**src/rtl/ctrl_dispatch.sv**
```systemverilog
// Command dispatcher for the cache controller: arbitrates two requesters,
// sequences one GET/PUT/DEL sub-FSM at a time and returns a response.
//
// Ports:
//   clk, rst_n            clock, asynchronous active-low reset
//   req_valid[1:0]        per-port command valid (bit i = port i)
//   req_op[3:0]           per-port opcode, port i at [2i+1:2i]
//                         00 GET, 01 PUT, 10 DEL, 11 illegal
//   req_ready[1:0]        per-port accept, at most one bit high
//   op_enter[2:0]         one-cycle start pulse (0 GET, 1 PUT, 2 DEL)
//   op_en[2:0]            run enable, one-hot or zero
//   op_done[2:0]          sub-FSM completion, sampled in RUN
//   op_err[2:0]           sub-FSM error, sampled with op_done
//   rsp_valid, rsp_ready  response handshake
//   rsp_id                port that issued the completed command
//   rsp_err               sub-FSM error or illegal opcode
//   rsp_timeout           operation aborted by timeout
//   busy                  high in every state except IDLE
module ctrl_dispatch #(
    parameter int TIMEOUT   = 200,
    parameter int TIMEOUT_W = 8
) (
    input  logic       clk,
    input  logic       rst_n,
    input  logic [1:0] req_valid,
    input  logic [3:0] req_op,
    output logic [1:0] req_ready,
    output logic [2:0] op_enter,
    output logic [2:0] op_en,
    input  logic [2:0] op_done,
    input  logic [2:0] op_err,
    output logic       rsp_valid,
    input  logic       rsp_ready,
    output logic       rsp_id,
    output logic       rsp_err,
    output logic       rsp_timeout,
    output logic       busy
);

    localparam logic [1:0] OP_ILL = 2'b11;
    localparam logic [TIMEOUT_W-1:0] CNT_LAST =
        TIMEOUT_W'(TIMEOUT - 1);

    typedef enum logic [1:0] {
        IDLE  = 2'd0,
        ENTER = 2'd1,
        RUN   = 2'd2,
        RESP  = 2'd3
    } state_t;

    state_t               state, state_d;
    logic                 prio, prio_d;
    logic [1:0]           op_q, op_d;
    logic                 id_q, id_d;
    logic [TIMEOUT_W-1:0] cnt_q, cnt_d;
    logic                 err_q, err_d;
    logic                 to_q, to_d;

    logic                 req_any;
    logic                 gnt_id;
    logic [1:0]           gnt_op;
    logic [2:0]           op_oh;
    logic                 act_done;
    logic                 act_err;

    // Grant and active-op decode. op_oh is zero for the illegal
    // opcode because the shifted-out bit falls off the 3-bit result.
    always_comb begin
        req_any  = |req_valid;
        gnt_id   = (req_valid == 2'b11) ? prio : req_valid[1];
        gnt_op   = gnt_id ? req_op[3:2] : req_op[1:0];
        op_oh    = 3'b001 << op_q;
        act_done = |(op_done & op_oh);
        act_err  = |(op_err & op_oh);
    end

    always_comb begin
        req_ready = 2'b00;
        if (state == IDLE && req_any) begin
            req_ready = gnt_id ? 2'b10 : 2'b01;
        end
        op_enter    = (state == ENTER) ? op_oh : 3'b000;
        op_en       = (state == RUN) ? op_oh : 3'b000;
        rsp_valid   = (state == RESP);
        busy        = (state != IDLE);
        rsp_id      = id_q;
        rsp_err     = err_q;
        rsp_timeout = to_q;
    end

    always_comb begin
        state_d = state;
        prio_d  = prio;
        op_d    = op_q;
        id_d    = id_q;
        cnt_d   = cnt_q;
        err_d   = err_q;
        to_d    = to_q;
        unique case (state)
            IDLE: begin
                if (req_any) begin
                    op_d = gnt_op;
                    id_d = gnt_id;
                    if (gnt_op == OP_ILL) begin
                        err_d   = 1'b1;
                        to_d    = 1'b0;
                        state_d = RESP;
                    end else begin
                        state_d = ENTER;
                    end
                end
            end
            ENTER: begin
                cnt_d   = '0;
                state_d = RUN;
            end
            RUN: begin
                // done has priority over a timeout in the same cycle
                if (act_done) begin
                    err_d   = act_err;
                    to_d    = 1'b0;
                    state_d = RESP;
                end else if (cnt_q == CNT_LAST) begin
                    err_d   = 1'b0;
                    to_d    = 1'b1;
                    state_d = RESP;
                end else begin
                    cnt_d = cnt_q + TIMEOUT_W'(1);
                end
            end
            RESP: begin
                if (rsp_ready) begin
                    // just-served port drops to lowest priority
                    prio_d  = ~id_q;
                    state_d = IDLE;
                end
            end
            default: state_d = IDLE;
        endcase
    end

    always_ff @(posedge clk or negedge rst_n) begin
        if (!rst_n) begin
            state <= IDLE;
            prio  <= 1'b0;
            op_q  <= 2'b00;
            id_q  <= 1'b0;
            cnt_q <= '0;
            err_q <= 1'b0;
            to_q  <= 1'b0;
        end else begin
            state <= state_d;
            prio  <= prio_d;
            op_q  <= op_d;
            id_q  <= id_d;
            cnt_q <= cnt_d;
            err_q <= err_d;
            to_q  <= to_d;
        end
    end

endmodule

```
**config.mk**
```make
export PLATFORM = sky130hd
export DESIGN_NAME = ctrl_dispatch
export DESIGN_NICKNAME = d
export VERILOG_FILES = /design/src/rtl/ctrl_dispatch.sv
export SDC_FILE = /design/constraint.sdc
export NUM_CORES = 1
export LEC_CHECK = 0
export CORE_ASPECT_RATIO = 0.6
export CORE_UTILIZATION = 42
export DETAILED_ROUTE_END_ITERATION = 10
export PLACE_DENSITY = 0.75
export SLEW_MARGIN = 5
export SYNTH_ARGS = -nofsm -noshare
export SYNTH_HDL_FRONTEND = slang
export SYNTH_SLANG_ARGS = --single-unit
```
**constraint.sdc**
```tcl
create_clock -name clk -period 1.85 [get_ports clk]
set_clock_uncertainty 0.05 [all_clocks]
set_input_delay 0.37 -clock clk [delete_from_list [all_inputs] [get_ports clk]]
set_output_delay 0.37 -clock clk [all_outputs]
set_load 0.02 [all_outputs]
```
==> Word level (Yosys, flattened, before mapping) <==
Cells that the tools add are included.
{ "totals": {"register_bits": 16, "in_bits": 15, "out_inout_bits": 13, "wordCells": 62} }
{ "op_classes": {"addsub": 1, "n_eq_ne": 12, "n_shift": 1, "n_mux": 25, "n_bitwise": 3, "reduce_logical": 13} }
{ "op_table": {"columns": ["cell", "count"], "rows": [
  ["$mux W2", 8],
  ["$mux W8", 2],
  ["$pmux W8 S2", 1],
  ["$mux W1", 9],
  ["$add A8 B1 Y8 const B", 1],
  ["$eq A2 B2 Y1 const B", 4],
  ["$eq A8 B8 Y1 const B", 1],
  ["$pmux W2 S4", 1],
  ["$and A3 B3 Y3", 2],
  ["$mux W3", 2],
  ["$ne A2 B2 Y1 const B", 3],
  ["$reduce_and A3 Y1", 2],
  ["$reduce_bool A2 Y1", 3],
  ["$reduce_or A3 Y1", 2],
  ["$ne A2 B1 Y1 const B", 2],
  ["$pmux W1 S2", 2],
  ["$reduce_and A2 Y1", 2],
  ["$reduce_and A4 Y1", 1],
  ["$ne A3 B2 Y1 const B", 1],
  ["$shl A1 B2 Y3 const A", 1],
  ["$eq A2 B1 Y1 const B", 1],
  ["$logic_not A2 Y1", 1],
  ["$reduce_or A2 Y1", 1],
  ["$logic_and A1 B1 Y1", 1],
  ["$not A1 Y1", 1]
]} }

==> Depth between registers and ports, before layout <==
Gate-level depths: netlist (run 1).
{ "depth": {"ltp_word": 7, "ltp_mapped": 8, "mapped_depth_nobuf": 7} }

==> Worst setup path after synthesis (run 1) <==
OpenSTA, ideal clock, no wires.
{ "synth_timing": {"path_type": "register -> register", "from": "register op_q[0]", "to": "register state[0]", "setup_time_ns": 0.079, "t_arrival_ns": 1.811, "t_required_ns": 1.721, "setup_slack_ns": -0.091, "stages_incl_launch_ff": 8, "n_path_buf": 2, "period_less_slack_ns": 1.941, "path_cell_list": "dfrtp_1 buf_6 mux2_4 a221o_1 buf_6 nor2_1 a221o_2 mux2i_1"} }
{ "synth_between": {"elab_chain_len": 5, "elab_cells_between_ends": 7, "cone_classes": "eq/ne (1); shift (1); mux (2); bitwise (1); reduce/logical (2)"} }
{ "synth_lines": {"columns": ["element", "line", "rtl"], "rows": [
  ["start, declared", "53", "logic [1:0] op_q, op_d;"],
  ["start signal, assigned", "154", "op_q <= op_d;"],
  ["$shl A1 B2 Y3 *", "72", "op_oh = 3'b001 << op_q;"],
  ["$and A3 B3 Y3 *", "73", "act_done = |(op_done & op_oh);"],
  ["$reduce_or A3 Y1 *", "73", null],
  ["$mux W2 or $ne A3 B2 Y1 (tied branches)", null, null],
  ["$pmux W2 S4 or $reduce_and A3 Y1 (tied branches)", null, null],
  ["end signal, assigned", "152", "state <= state_d;"],
  ["end, declared", "51", "state_t state, state_d;"]
]} }
Mark *: on every way between the ends. The rest lies on a longest branch, timed or not.
A chain may end at the register's enable or synchronous reset.

==> Final worst setup path (run 1) <==
{ "layout_timing": {"from": "register state[1]", "to": "output req_ready[0]"} }
{ "layout_between": {"elab_chain_len": 3} }
{ "layout_lines": {"columns": ["element", "line", "rtl"], "rows": [
  ["$logic_not A2 Y1", "79", "if (state == IDLE && req_any) begin"],
  ["$logic_and A1 B1 Y1", "79", null],
  ["$mux W2", "79", null],
  ["end, declared", "27", "output logic [1:0] req_ready,"]
]} }
No other way between the ends.

==> results.cfg, run 1 <==
[outcome]
outcome = finished, violations left
violations = negative setup slack

[placed_design]
gp_congestion = 0.729
dp.cells = 186
post_dp_cell_area_sq_um = 1450
numPortBuffers = 27
post-dp-hpwl_mm = 1.98

[drt]
ant_nets = 0
drt-pass1-iter-count = 4
routed_via_density = 5.10
drt_iter0_drc = 36
routedWlPerCell_um = 14.4
vias = 984
routed_wl_mm = 2.78
drc = 0

[global_routing]
grt_max_degree = 17
grt.total_usage_pct = 22.2
grt_pass1_wl_mm = 4.08
first_global_vias = 912
grt_antenna_before_repair = 0
grt_remaining_overflow = 0

[yosys]
yosysUniqueCellTypes = 29
synth_area_sq_um = 991
synth.avg_cell_area_sq_um = 9.09
synth_nets = 130
syn_inst = 109
ys_ff_latch = 16
synth.yosys.seq_area_share_pct = 40.4
yosysWarnings = 0

[worst_setup_path]
endpoint_kind = output port
slowest_stage = dfrtp_1
path_class = reg -> out
crit_path_start_kind = flip-flop
cpPeakStageDelay_ps = 420
arrival_ps = 1450
crit_path_max_fanout = 3
crit_required_ps = 1430
path_cells = inv_1, ha_1, o21ai_1, nor2_1, buf_2
critical_path.n_buffers_inverters = 2
crit_family = flip-flops

[floorplanning]
die-area_sq_um = 2560
die_h_um = 39.6
core-area_sq_um = 2200
ios = 28
die_w_um = 64.7
placementRows = 13
start_util_pct = 45.1

[clock_tree]
cts_buffers = 3
clk_latency_ps = 260
clock_path_buffers = 2
holdBufCountCts = 0
htree_levels = 1
cts_tree = built
clock_sinks = 16
cts_root_buf = clkbuf_8
clkTransAtPathRegs_ps = 70

[sta]
final-setup-viol-count = 4
drv_slew = 0
tightestPinTransition_ps = 432
maxSlewHeadroom_pct = 71.1
hold_viol_final = 0
setup-tns-final_ps = -34.8
fin_crit_sh_pct = 101
rsz0062_at_grt = true
fmax_ghz = 0.535
min_period_ps = 1870
timing.final.ws_setup_ps = -20.3

[layout]
final-instance-count-excl-fill = 193
finalInstanceArea_sq_um = 1580
fillCellCount = 158
seqCellArea_sq_um = 400
syn_to_final_growth_pct = 59.7
mostFrequentLayoutCell = buf_4
multi_input_area_sq_um = 652
final_cell_mix = buf_4, dfrtp_1, clkdlybuf4s50_1
drive_gt1_share_pct = 33.1
antennaDiodeCount = 0
finalNetCount = 185

[power_and_ir_drop]
totalPowerFinal_uw = 2310
p_leak_uw = 0.000736
ir_drop_uv = 864
power_density_nw_per_um2 = 1460

[min_path]
hold_class = in -> async

[flow_run]
cap_violations = 0
## area by class of cell
cell class | instances | share of cell area [%]
multi-input cells | 85 | 41.2
repair buffers | 51 | 26.0
flip-flops and latches | 16 | 25.3
clock buffers | 4 | 3.48
well taps | 30 | 2.37
inverters | 7 | 1.66
## synthesized netlist by cell type (all sizes together)
library cell	n	area [sq um]
mux2	1	15.0
nor2	11	41.3
nor4	2	12.5
a221o	2	21.3
xnor2	4	35.0
a21oi	3	15.0
a21o	2	15.0
o21ai	8	40.0
mux2i	7	70.1
or2	1	6.26
nor3b	1	7.51
a32o	1	10.0
dfrtp	16	400
nor3	5	25.0
or4	1	7.51
inv	7	26.3
nand2	14	52.6
buf	2	22.5
nand3	3	15.0
ha	6	75.1
and2	2	12.5
a22o	1	8.76
nand4	3	18.8
nand2b	1	6.26
nor2b	2	12.5
o22ai	1	6.26
and3	2	12.5
## layer usage
| layer | track usage, % | vias to the layer above | part of all wire, % | routed length [um] |
|---|---|---|---|---|
| li1 | - | 498 | - | - |
| met1 | 28.8 | 461 | 49 | 1350 |
| met2 | 37.5 | 21 | 46 | 1290 |
| met3 | 4.94 | 4 | 3.9 | 108 |
| met4 | 6.67 | 0 | 1.1 | 31 |
| met5 | 0 | - | 0 | 0 |
## per-stage QoR
step / worst slack, ps / hold slack, ps / util, %
after floorplan: -24.6 / 24.4 / -
after global placement: -396 / 420 / 66.0
after detailed placement: -456 / 441 / 66.0
after CTS: 0.290 / 380 / 68.8
after global routing: -71.6 / 407 / 72.1
final: -20.3 / 378 / 72.1
## power breakdown
part           internal [uW]  leakage [uW]  switching (uW)
clock network            189     0.0000288             126
registers                468      0.000207             106
logic                    684      0.000500             733
## worst reg2reg max path: cells and delay by family, from the launching register on
family	cells	cell delay, ps
AND/OR/NAND/NOR	1	330
adder cells (fa/ha/maj)	1	240
flip-flops	1	400
buffers and inverters	2	280
AO/OA/AOI/OAI	3	450
## state kept, by name, summed over array words and instances, names as in the netlist
register     count
cnt_q            8
op_q             2
state            2
prio             1
rsp_err          1
rsp_id           1
rsp_timeout      1
## final timing paths
check	start	to	slack [ps]	cells after the start
worst max-delay path	state[1]$_DFFE_PN0P_	req_ready[0]	-20	5
worst min-delay path	rst_n	cnt_q[3]$_DFFE_PN0P_	380	2
worst max register to register	state[1]$_DFFE_PN0P_	rsp_err$_DFFE_PN0P_	0	7
worst min register to register	prio$_DFFE_PN0P_	prio$_DFFE_PN0P_	440	2
max in group asynchronous	rst_n	rsp_id$_DFFE_PN0P_	1180	2
min in group clk	prio$_DFFE_PN0P_	prio$_DFFE_PN0P_	440	2
## cells by family after synthesis
group	count (synthesis)	share of synthesized area, %
XOR/XNOR	4	3.53
AND/OR/NAND/NOR	48	23.2
buffers and inverters	9	4.92
flip-flops	16	40.4
AO/OA/AOI/OAI	18	11.7
multiplexers	8	8.59
adder cells (fa/ha/maj)	6	7.58
## repair_timing
| item | CTS | global route |
|---|---|---|
| gates resized for setup | 45 | 12 |
| endpoints found under the setup margin | 22 | 16 |
| cloned | 1 | 0 |
| buffers inserted | 0 | 2 |
| pin swaps | 2 | 1 |
No activity file was read; power rests on OpenSTA's default activity.
==> run 2, diff against run 1 <==
Settings changed: CORE_ASPECT_RATIO 0.6 to default.
==> results.cfg, run 2 (synthesized netlist as in run 1, its figures left out) <==
[worst_setup_path]
endpoint_kind = flip-flop
arrival_ps = 1980
crit_path_start_kind = flip-flop
path_class = reg -> reg
slowest_stage = a221o_2
path_cells = mux2_4, a221o_2, nor4_4, xnor2_1, nor2_1
cpPeakStageDelay_ps = 460
crit_path_max_fanout = 7
crit_required_ps = 1970

[layout]
final_util_pct = 71.2
drive_gt1_share_pct = 38.2
final_cell_mix = buf_4, dfrtp_1, clkdlybuf4s50_1
antennaDiodeCount = 0
finalNetCount = 188
largest_register = cnt_q
top_regs = cnt_q x8, op_q x2, state x2
largest_reg_flops = 8
syn_to_final_growth_pct = 59.0
mostFrequentLayoutCell = buf_4
fillCellCount = 176

[min_path]
hold_class = in -> async

[drt]
drt_iter0_drc = 21
routed_wl_mm = 2.76
routed_via_density = 5.43
routedWlPerCell_um = 14.3
vias = 1048
ant_nets = 0
drt-pass1-iter-count = 4
drc = 0

[global_routing]
grt.total_usage_pct = 24.3
grt_antenna_before_repair = 0
first_global_vias = 1070
grt_pass1_wl_mm = 4.67
grt_max_degree = 17
grt_remaining_overflow = 0

[clock_tree]
clkTransAtPathRegs_ps = 100
cts_tree = built
clock_path_buffers = 2
htree_levels = 1
clk_latency_ps = 290
cts_root_buf = clkbuf_4
clock_sinks = 16
cts_buffers = 3

[outcome]
violations = negative setup slack
outcome = finished, violations left

[sta]
timing.final.ws_setup_ps = -15.8
tightestPinTransition_ps = 421
final-setup-viol-count = 4
rsz0062_at_grt = true
fmax_ghz = 0.536
fin_crit_sh_pct = 101
hold_viol_final = 0
drv_slew = 0
maxSlewHeadroom_pct = 71.7
min_period_ps = 1870
hold_ws_ps = 339

[floorplanning]
core-area_sq_um = 2210
die-area_sq_um = 2560
die_h_um = 50.6
ios = 28
start_util_pct = 44.8
placementRows = 17
die_w_um = 50.6

[power_and_ir_drop]
p_clk_share_pct = 8.6
power_density_nw_per_um2 = 1400
comb_power_share_pct = 65.5
p_leak_uw = 0.000752
switching_share_pct = 42.3
ir_drop_uv = 960
p_sw_uw = 936
p_seq_share_pct = 25.9
p_int_uw = 1280

[placed_design]
post-dp-hpwl_mm = 1.96
numPortBuffers = 27
gp_congestion = 0.783

[flow_run]
cap_violations = 0
## run 2: cell count changes in the layout (fill, tap and decap cells not counted), sizes merged
cell	delta
buf	+6
a221o	-1
clkbuf	-1
dlygate4sd2	-2
## run 2: final cells by class
cell class | count | area [sq um] | share of cell area [%]
clock buffer | 3 | 22.5 | 1.43
inverter | 7 | 26.3 | 1.67
timing repair buffer | 55 | 444 | 28.2
sequential | 16 | 400 | 25.4
tap | 28 | 35.0 | 2.22
multi-input combinational | 84 | 647 | 41.1
## run 2: final timing paths
kind | startpoint | to | slack, ps | cells after the start
max | op_q[0]$_DFFE_PN0P_ | cnt_q[7]$_DFFE_PN0P_ | -20 | 5
min | rst_n | cnt_q[4]$_DFFE_PN0P_ | 340 | 2
max reg2reg | op_q[0]$_DFFE_PN0P_ | cnt_q[7]$_DFFE_PN0P_ | -20 | 5
min reg2reg | prio$_DFFE_PN0P_ | prio$_DFFE_PN0P_ | 450 | 2
max in group asynchronous | rst_n | rsp_id$_DFFE_PN0P_ | 1220 | 2
min in group clk | prio$_DFFE_PN0P_ | prio$_DFFE_PN0P_ | 450 | 2
## run 2: what timing repair did
action | CTS | global route
setup buffers | 5 | 2
endpoints found under the setup margin | 20 | 17
pin swaps | 5 | 5
endpoints found under the hold margin | 0 | 0
hold buffers | 0 | 0
gates resized for setup | 53 | 17
## run 2: critical path: cells and delay by family, from the launching register on
| family | cells | cell delay, ps |
|---|---|---|
| AO/OA/AOI/OAI | 1 | 460 |
| flip-flops | 1 | 400 |
| AND/OR/NAND/NOR | 2 | 370 |
| multiplexers | 1 | 300 |
| XOR/XNOR | 1 | 160 |
## run 2: power groups by stage
stage                     logic [uW]  registers [uW]  clock network [uW]
after floorplan                  696             579                   0
after global placement          1200             563                   0
after detailed placement        1250             566                   0
after CTS                       1290             564                 187
after global routing            1580             590                 207
final                           1450             573                 190
## run 2: metal layers
layer | track usage (%) | part of all wire, % | routed length (um)
met1 | 27.1 | 40 | 1100
met2 | 47.3 | 54 | 1500
met3 | 3.03 | 4.8 | 132
met4 | 6.94 | 1.1 | 29
met5 | 0 | 0 | 0
## run 2: per-stage QoR
stage	area (sq um)	setup TNS (ps)	total power, uW	std cells	setup WS (ps)
final	1580	-42.3	2210	193	-15.8
after global routing	1580	-574	2380	193	-85.9
after CTS	1490	0	2040	191	1.63
after detailed placement	1440	-5780	1810	183	-522
after global placement	1440	-4930	1760	183	-368
after floorplan	1000	-83.1	1270	109	-24.6
==> run 3, diff against run 2 <==
Settings changed: CORE_UTILIZATION 42 to 25, PLACE_DENSITY 0.75 to 0.5.
Clock period 1.85 ns to 1.6 ns, I/O delays scaled along.
==> results.cfg, run 3 (synthesized netlist as in run 1, its figures left out) <==
[floorplanning]
core-area_sq_um = 3740
placementRows = 22
die_h_um = 65.0
die_w_um = 65.0
start_util_pct = 26.5
die-area_sq_um = 4220
ios = 28

[layout]
drive_gt1_share_pct = 49.7
antennaDiodeCount = 0
largest_reg_flops = 8
mostFrequentLayoutCell = buf_4
final_cell_mix = buf_4, dfrtp_1, nand2_1
final_util_pct = 51.0
largest_register = cnt_q
finalNetCount = 209
syn_to_final_growth_pct = 92.8
top_regs = cnt_q x8, op_q x2, state x2

[sta]
fin_crit_sh_pct = 117
setup-tns-final_ps = -3500
hold_viol_final = 0
tightestPinTransition_ps = 423
maxSlewHeadroom_pct = 71.8
timing.final.ws_setup_ps = -270
min_period_ps = 1870
fmax_ghz = 0.535
rsz0062_at_grt = true
final-setup-viol-count = 21
drv_slew = 0

[worst_setup_path]
arrival_ps = 2010
path_cells = mux2_4, a221o_2, or4_4, a21oi_2
rr_startpoint = op_q[0]$_DFFE_PN0P_
reg2regPathDepth = 4
r2r_end = cnt_q[3]$_DFFE_PN0P_
crit_path_start_kind = flip-flop
crit_required_ps = 1740
slowest_stage = a221o_2
crit_family = compound AO/OA/AOI/OAI gates
endpoint_kind = flip-flop
cpPeakStageDelay_ps = 460
path_class = reg -> reg
critical_path.n_buffers_inverters = 0
crit_path_max_fanout = 8
crit_cells = 4
regToRegSetupSlack_ps = -270

[outcome]
outcome = finished, violations left
violations = negative setup slack

[clock_tree]
htree_levels = 1
clkTransAtPathRegs_ps = 70
clock_sinks = 16
cts_buffers = 3
cts_tree = built
cts_root_buf = clkbuf_8
clock_path_buffers = 2
holdBufCountCts = 0
clk_latency_ps = 250

[drt]
vias = 1066
drt-pass1-iter-count = 4
drc = 0
drt_iter0_drc = 57
routed_via_density = 4.54
routedWlPerCell_um = 12.5
routed_wl_mm = 2.93
ant_nets = 0

[power_and_ir_drop]
ir_drop_uv = 988
power_density_nw_per_um2 = 1680
p_leak_uw = 0.000933

[placed_design]
numPortBuffers = 27
gp_congestion = 0.788
post-dp-hpwl_mm = 2.09

[global_routing]
grt.total_usage_pct = 14.9
first_global_vias = 1071
grt_pass1_wl_mm = 4.87
grt_remaining_overflow = 0
grt_max_degree = 17
grt_antenna_before_repair = 0

[flow_run]
cap_violations = 0

[min_path]
hold_class = in -> async
[run 3: how the worst max path moves through the flow]
stage	startpoint	slack, ps	end
5_1_grt	op_q[0]$_DFFE_PN0P_	-340	cnt_q[7]$_DFFE_PN0P_
3_5_place_dp	op_done[0]	-570	cnt_q[7]$_DFFE_PN0P_
4_1_cts	op_q[0]$_DFFE_PN0P_	-240	cnt_q[3]$_DFFE_PN0P_
2_1_floorplan	op_q[0]$_DFFE_PN0P_	-270	cnt_q[3]$_DFFE_PN0P_
6_report	op_q[0]$_DFFE_PN0P_	-270	cnt_q[3]$_DFFE_PN0P_
3_3_place_gp	req_valid[0]	-550	req_ready[0]
[run 3: area by class of cell]
cell class                 instances  area, sq um
timing repair buffer              76          662
fill                             367         1830
inverter                           7         28.8
multi-input combinational         84          704
sequential                        16          400
clock buffer                       4         55.1
tap                               48         60.1
[run 3: power by group]
group          total, uW  switching, uW  internal [uW]  leakage [uW]
combinational       2190            998           1190      0.000697
sequential           637           96.5            541      0.000207
clock                373            154            218     0.0000288
[run 3: what timing repair did]
item,4_1_cts,5_1_grt
gates resized for setup,72,33
hold endpoints to repair,0,0
pin swaps,6,8
endpoints found under the setup margin,24,23
setup buffers,5,11
[run 3: worst register-to-register path: cells and delay by family, from the launching register on]
kind,cells,cell delay (ps)
AOI/OAI and AO/OA,2,580
and+or+nand+nor,1,440
DFF,1,420
muxes,1,310
[run 3: through the flow]
stage	hold slack [ps]	instances	total power (uW)	worst slack (ps)	area, sq um
floorplan	-25.6	109	1480	-272	1010
global placement	423	216	2210	-547	1570
detailed placement	435	216	2230	-566	1570
CTS	347	225	2770	-240	1710
global route	353	235	3440	-338	1910
finish	338	235	3200	-270	1910
[run 3: per-layer routing]
layer | vias up | GRT usage [%] | wire length, um
met2 | 18 | 27.5 | 1540
met4 | 0 | 1.67 | 0
met3 | 0 | 4.05 | 110
li1 | 539 | - | -
met1 | 509 | 17.5 | 1280
met5 | - | 0 | 0
